## src/rtl/mem_port_arbiter.sv

```systemverilog
// rtl/mem_port_arbiter.sv - VGA/CPU arbiter for one synchronous memory port (optional ARB_STARVE_GUARD_EN)
// VGA has priority; ARB_STARVE_GUARD_EN lets a CPU that has waited STARVE_MAX cycles win once.
module mem_port_arbiter #(
    parameter int DATA       = 18,
    parameter int ADDR       = 14,
    parameter int STARVE_MAX = 4
) (
    input  logic            CLK,
    input  logic            CLR_N,
    input  logic            vga_req,
    input  logic [ADDR-1:0] vga_addr,
    output logic            vga_gnt,
    output logic            vga_rvalid,
    output logic [DATA-1:0] vga_rdata,
    input  logic            cpu_req,
    input  logic            cpu_wr,
    input  logic [ADDR-1:0] cpu_addr,
    input  logic [DATA-1:0] cpu_din,
    output logic            cpu_gnt,
    output logic            cpu_rvalid,
    output logic [DATA-1:0] cpu_rdata,
    output logic            m_wr,
    output logic [ADDR-1:0] m_addr,
    output logic [DATA-1:0] m_din,
    input  logic [DATA-1:0] m_dout
);

    typedef enum logic [1:0] {OWN_NONE, OWN_VGA, OWN_CPU_RD} owner_t;

    owner_t          owner_q;
    owner_t          owner_d;
    logic            vga_win;
    logic            cpu_win;
    logic            starve_hit;
    logic [ADDR-1:0] addr_q;
    logic [DATA-1:0] din_q;
    logic [DATA-1:0] vga_rdata_q;
    logic [DATA-1:0] cpu_rdata_q;

`ifdef ARB_STARVE_GUARD_EN
    localparam int CW = $clog2(STARVE_MAX + 1);
    logic [CW-1:0] starve_cnt;

    always_ff @(posedge CLK or negedge CLR_N) begin
        if (!CLR_N) begin
            starve_cnt <= '0;
        end else if (!cpu_req || cpu_gnt) begin
            starve_cnt <= '0;
        end else if (starve_cnt != CW'(STARVE_MAX)) begin
            starve_cnt <= starve_cnt + CW'(1);
        end
    end

    assign starve_hit = (starve_cnt == CW'(STARVE_MAX));
`else
    assign starve_hit = 1'b0;
`endif

    // Grants are gated by reset so nothing reaches the memory while CLR_N is low.
    always_comb begin
        vga_win = CLR_N && vga_req && !(cpu_req && starve_hit);
        cpu_win = CLR_N && cpu_req && !vga_win;
    end

    always_ff @(posedge CLK or negedge CLR_N) begin
        if (!CLR_N) begin
            owner_q <= OWN_NONE;
        end else begin
            owner_q <= owner_d;
        end
    end

    always_comb begin
        owner_d = OWN_NONE;
        if (vga_win) begin
            owner_d = OWN_VGA;
        end else if (cpu_win && !cpu_wr) begin
            owner_d = OWN_CPU_RD;
        end
    end

    always_ff @(posedge CLK or negedge CLR_N) begin
        if (!CLR_N) begin
            addr_q      <= '0;
            din_q       <= '0;
            vga_rdata_q <= '0;
            cpu_rdata_q <= '0;
        end else begin
            if (vga_win) begin
                addr_q <= vga_addr;
            end else if (cpu_win) begin
                addr_q <= cpu_addr;
                din_q  <= cpu_din;
            end
            if (owner_q == OWN_VGA) begin
                vga_rdata_q <= m_dout;
            end
            if (owner_q == OWN_CPU_RD) begin
                cpu_rdata_q <= m_dout;
            end
        end
    end

    // Read data is passed straight from the memory in the rvalid cycle, then held.
    always_comb begin
        vga_gnt    = vga_win;
        cpu_gnt    = cpu_win;
        m_wr       = cpu_win && cpu_wr;
        m_addr     = addr_q;
        m_din      = din_q;
        if (vga_win) begin
            m_addr = vga_addr;
        end else if (cpu_win) begin
            m_addr = cpu_addr;
            m_din  = cpu_din;
        end
        vga_rvalid = (owner_q == OWN_VGA);
        cpu_rvalid = (owner_q == OWN_CPU_RD);
        vga_rdata  = vga_rvalid ? m_dout : vga_rdata_q;
        cpu_rdata  = cpu_rvalid ? m_dout : cpu_rdata_q;
    end

endmodule

```

## config.mk

```make
export PLATFORM = sky130hd
export DESIGN_NAME = mem_port_arbiter
export DESIGN_NICKNAME = d
export VERILOG_FILES = /design/src/rtl/mem_port_arbiter.sv
export SDC_FILE = /design/constraint.sdc
export NUM_CORES = 1
export LEC_CHECK = 0
export ABC_AREA = 0
export CORE_MARGIN = 1
export CORE_UTILIZATION = 42
export CTS_BUF_LIST = sky130_fd_sc_hd__clkbuf_4
export CTS_CLUSTER_DIAMETER = 200
export DETAILED_ROUTE_END_ITERATION = 16
export PLACE_DENSITY_LB_ADDON = 0.15
export SYNTH_ARGS = -nofsm -noshare
export SYNTH_HDL_FRONTEND = slang
export SYNTH_SLANG_ARGS = --single-unit
```

## constraint.sdc

```tcl
create_clock -name CLK -period 1.7 [get_ports CLK]
set_input_delay 0.17 -clock CLK [delete_from_list [all_inputs] [get_ports CLK]]
set_output_delay 0.17 -clock CLK [all_outputs]
set_load 0.005 [all_outputs]
```

==> impl_results.md <==
* Root buffer cell: clkbuf_4
* Ports at 142
* Clk_lat worst skew at 0.39 ns
* Num CTS Buffers at 9
* DRT Pass-1 Iters at 4
* Worst Clk Skew at 0.0106 ns
* Ratio of cells with drive above 1 in the final layout at 0.457
* Largest net degree at the start of global routing at 43
* Setup ws final at -0.259 ns
* Site row count at 30
* Crit Path Max Fanout at 4
* H-tree depth at 3
* Syn Nets at 259
* Synth unique cells at 16
* WS Path Type: flip-flop to primary output
* Headroom to the max-slew limit at 0.629
* Status: finished with violations
* CP cell instances: buf_6 -> nor2b_4 -> buf_6 -> buf_12 -> mux2_4 -> buf_6
* Vert. Die Dim at 86.1 um
* MaxCap Viol Count at 0
* Sequential share of the synthesized area at 0.590
* Flop2flop setup slack at 0.19 ns
* Antenna diode count at 0
* Synthesized area per cell at 15.6 um^2
* Warnings from Yosys at 0
* Syn Std Cell Area at 0.00297 mm^2
* Min cycle time layout at 1.96 ns
* CP max stage cell: dfrtp_1
* Worst-path clk slew at 0.11 ns
* Vias in the first global route at 2636
* Count of pins over their slew limit at 0
* Synth top area share at 0.590
* Count of input and output buffers at 141
* Max rail drop VDD at 0.531 mV
* First-pass GRT wire length at 13600 um
* Fillers at 434
* Via count at 2315
* Total die area at 0.00741 mm^2
* RePlAce Congestion at 0.766
* P&R area growth vs syn at 79.7%
* Drc violations at 0
* Cells after synthesis at 190
* Vias per std cell at 4.72
* HP Class: input pin to async pin
* Post-DP HPWL at 5060 um
* Iter 0 DRT Violations at 98
* Final Net Count at 458
* Crit path to: cpu_rdata[11]
* Worst setup SP type: flip-flop
* Least-Margin Pin Slew at 0.555 ns
* Required time of the critical path at 1.53 ns
* Drt total wl at 8610 um
* TritonCTS Sinks at 70
* Peak Freq at 510 MHz
* Dominant cell type by area after synthesis: dfrtp_1
* R2R cell count at 7
* Slowest stage delay, CP at 0.41 ns
* Worst EP arrival at 1.79 ns
* Pwr Density at 869 mW/mm^2
* Final Cycle Share at 1.15
* Worst Setup SP: owner_q[0]
* Dpl ws at -0.308 ns
* ANT nets after route at 0
* Pleak at 0.00255 uW
* Initial antenna violation count at 0
* Hold Vio Cnt, Final at 0
* Multi-input gate area at 0.00125 mm^2
* Yosys reg bits at 70
* Top cells by area, synth: dfrtp_1 59%, mux2_2 14%, mux2_4 8.6%
* Core Area at 0.00679 mm^2
* Failing checks: setup timing
* Worst path most repeated cell: buf_6
* GRT Total Usage at 0.246
* Reg area at 0.00175 mm^2
* Critical path endpoint category: primary output
* CTS tree: yes
* Setup-failing EPs final at 38
* Die width at 86.1 um
* Starting Density at 0.437
* Min Hold Slack at 0.138 ns
* CTS max path bufs at 2
* Overflow after GRT at 0
* RSZ-0062 raised after global routing: yes
* Routed len/inst at 17.6 um
* RR Startpoint: owner_q[0]
* Worst reg2reg endpoint: vga_rdata_q[11]
-- state kept, by name, indices dropped and copies added, names as in the netlist --
signal,cells
addr_q,14
cpu_rdata_q,18
din_q,18
owner_q,2
vga_rdata_q,18
-- how the worst min path moves through the flow --
stage          start              to  slack [ns]  cells after the start
6_report       CLR_N       din_q[12]        0.14                      3
4_1_cts        CLR_N  cpu_rdata_q[2]        0.13                      3
3_5_place_dp   CLR_N      addr_q[13]        0.02                      1
2_1_floorplan  CLR_N       addr_q[0]       -0.13                      0
3_3_place_gp   CLR_N      addr_q[13]        0.02                      1
5_1_grt        CLR_N        din_q[2]        0.18                      3
-- metal layers --
metal	wire (um)	GRT usage	up-vias	part of all wire
met1	3410	0.286	1121	0.40
met4	196	0.0970	0	0.023
li1	-	-	1082	-
met3	532	0.0606	17	0.062
met2	4460	0.436	95	0.52
met5	0	0	-	0
-- Yosys cell counts --
master     n
and2_1     1
buf_2      5
buf_6      7
clkbuf_8   1
dfrtp_1   70
inv_1      3
mux2_1     1
mux2_2    36
mux2_4    17
nand2b_1  16
nand3b_1  14
nand3b_4   1
nor2_1     2
nor2b_1    1
o21a_4     1
o221a_2   14
-- critical path: cells and delay by family (launching register included) --
kind	cells	cell delay, ns
flops	1	0.41
simple gates	1	0.16
mux	1	0.32
buf+inv	4	0.51
-- layout by cell type, fill, tap and decap left out, drive strengths merged --
cell type,instances
nor2,2
buf,88
clkdlybuf4s50,67
clkinv,4
bufbuf,1
dlymetal6s2s,1
and2,1
dlygate4sd3,5
o21a,2
dfrtp,70
inv,3
clkbuf,13
nor2b,1
nand2b,16
clkdlybuf4s15,2
mux2,54
nand3b,15
dlygate4sd2,34
clkinvlp,1
o221a,14
-- cell families (layout without fill, tap and decap cells) --
kind of cell	after synthesis	after routing	synth area share
AO/OA/AOI/OAI	15	16	0.0581
buffers and inverters	16	219	0.0434
flip-flops	70	70	0.590
multiplexers	54	54	0.226
AND/OR/NAND/NOR	35	35	0.0826
-- repair_timing --
action                                  in CTS  in global routing
endpoints found under the setup margin      73                 48
pin swaps                                    1                  0
buffers inserted                            26                  9
cloned                                       8                  0
hold endpoints to repair                    28                  0
gates resized for setup                    256                  9
hold buffers                                 5                  0
-- per-stage QoR --
| step | instance area [um^2] | std cells | total power (uW) | setup TNS (ns) | util |
|---|---|---|---|---|---|
| 5_1_grt | 5340 | 490 | 4890 | -10.10 | 0.786 |
| 3_3_place_gp | 4570 | 430 | 3470 | -8.80 | 0.672 |
| 6_report | 5340 | 490 | 4640 | -7.43 | 0.786 |
| 2_1_floorplan | 2970 | 190 | 2580 | 0 | - |
| 3_5_place_dp | 4570 | 430 | 3500 | -9.15 | 0.672 |
| 4_1_cts | 5350 | 485 | 4610 | -8.71 | 0.788 |
-- layout make-up --
cell class                      count  share of cell area
Timing Repair Buffer              200               0.392
Sequential cell                    70               0.328
Multi-Input combinational cell    105               0.235
Clock inverter                      5             0.00492
Tap cell                           96              0.0225
Clock buffer                       11              0.0155
Inverter                            3             0.00211
-- power breakdown --
| part | switching (uW) | total (uW) | internal (uW) |
|---|---|---|---|
| combinational | 558 | 1710 | 1150 |
| clock | 553 | 876 | 322 |
| sequential | 97.8 | 2050 | 1960 |
Note: power is estimated with default switching activity, not from simulation.
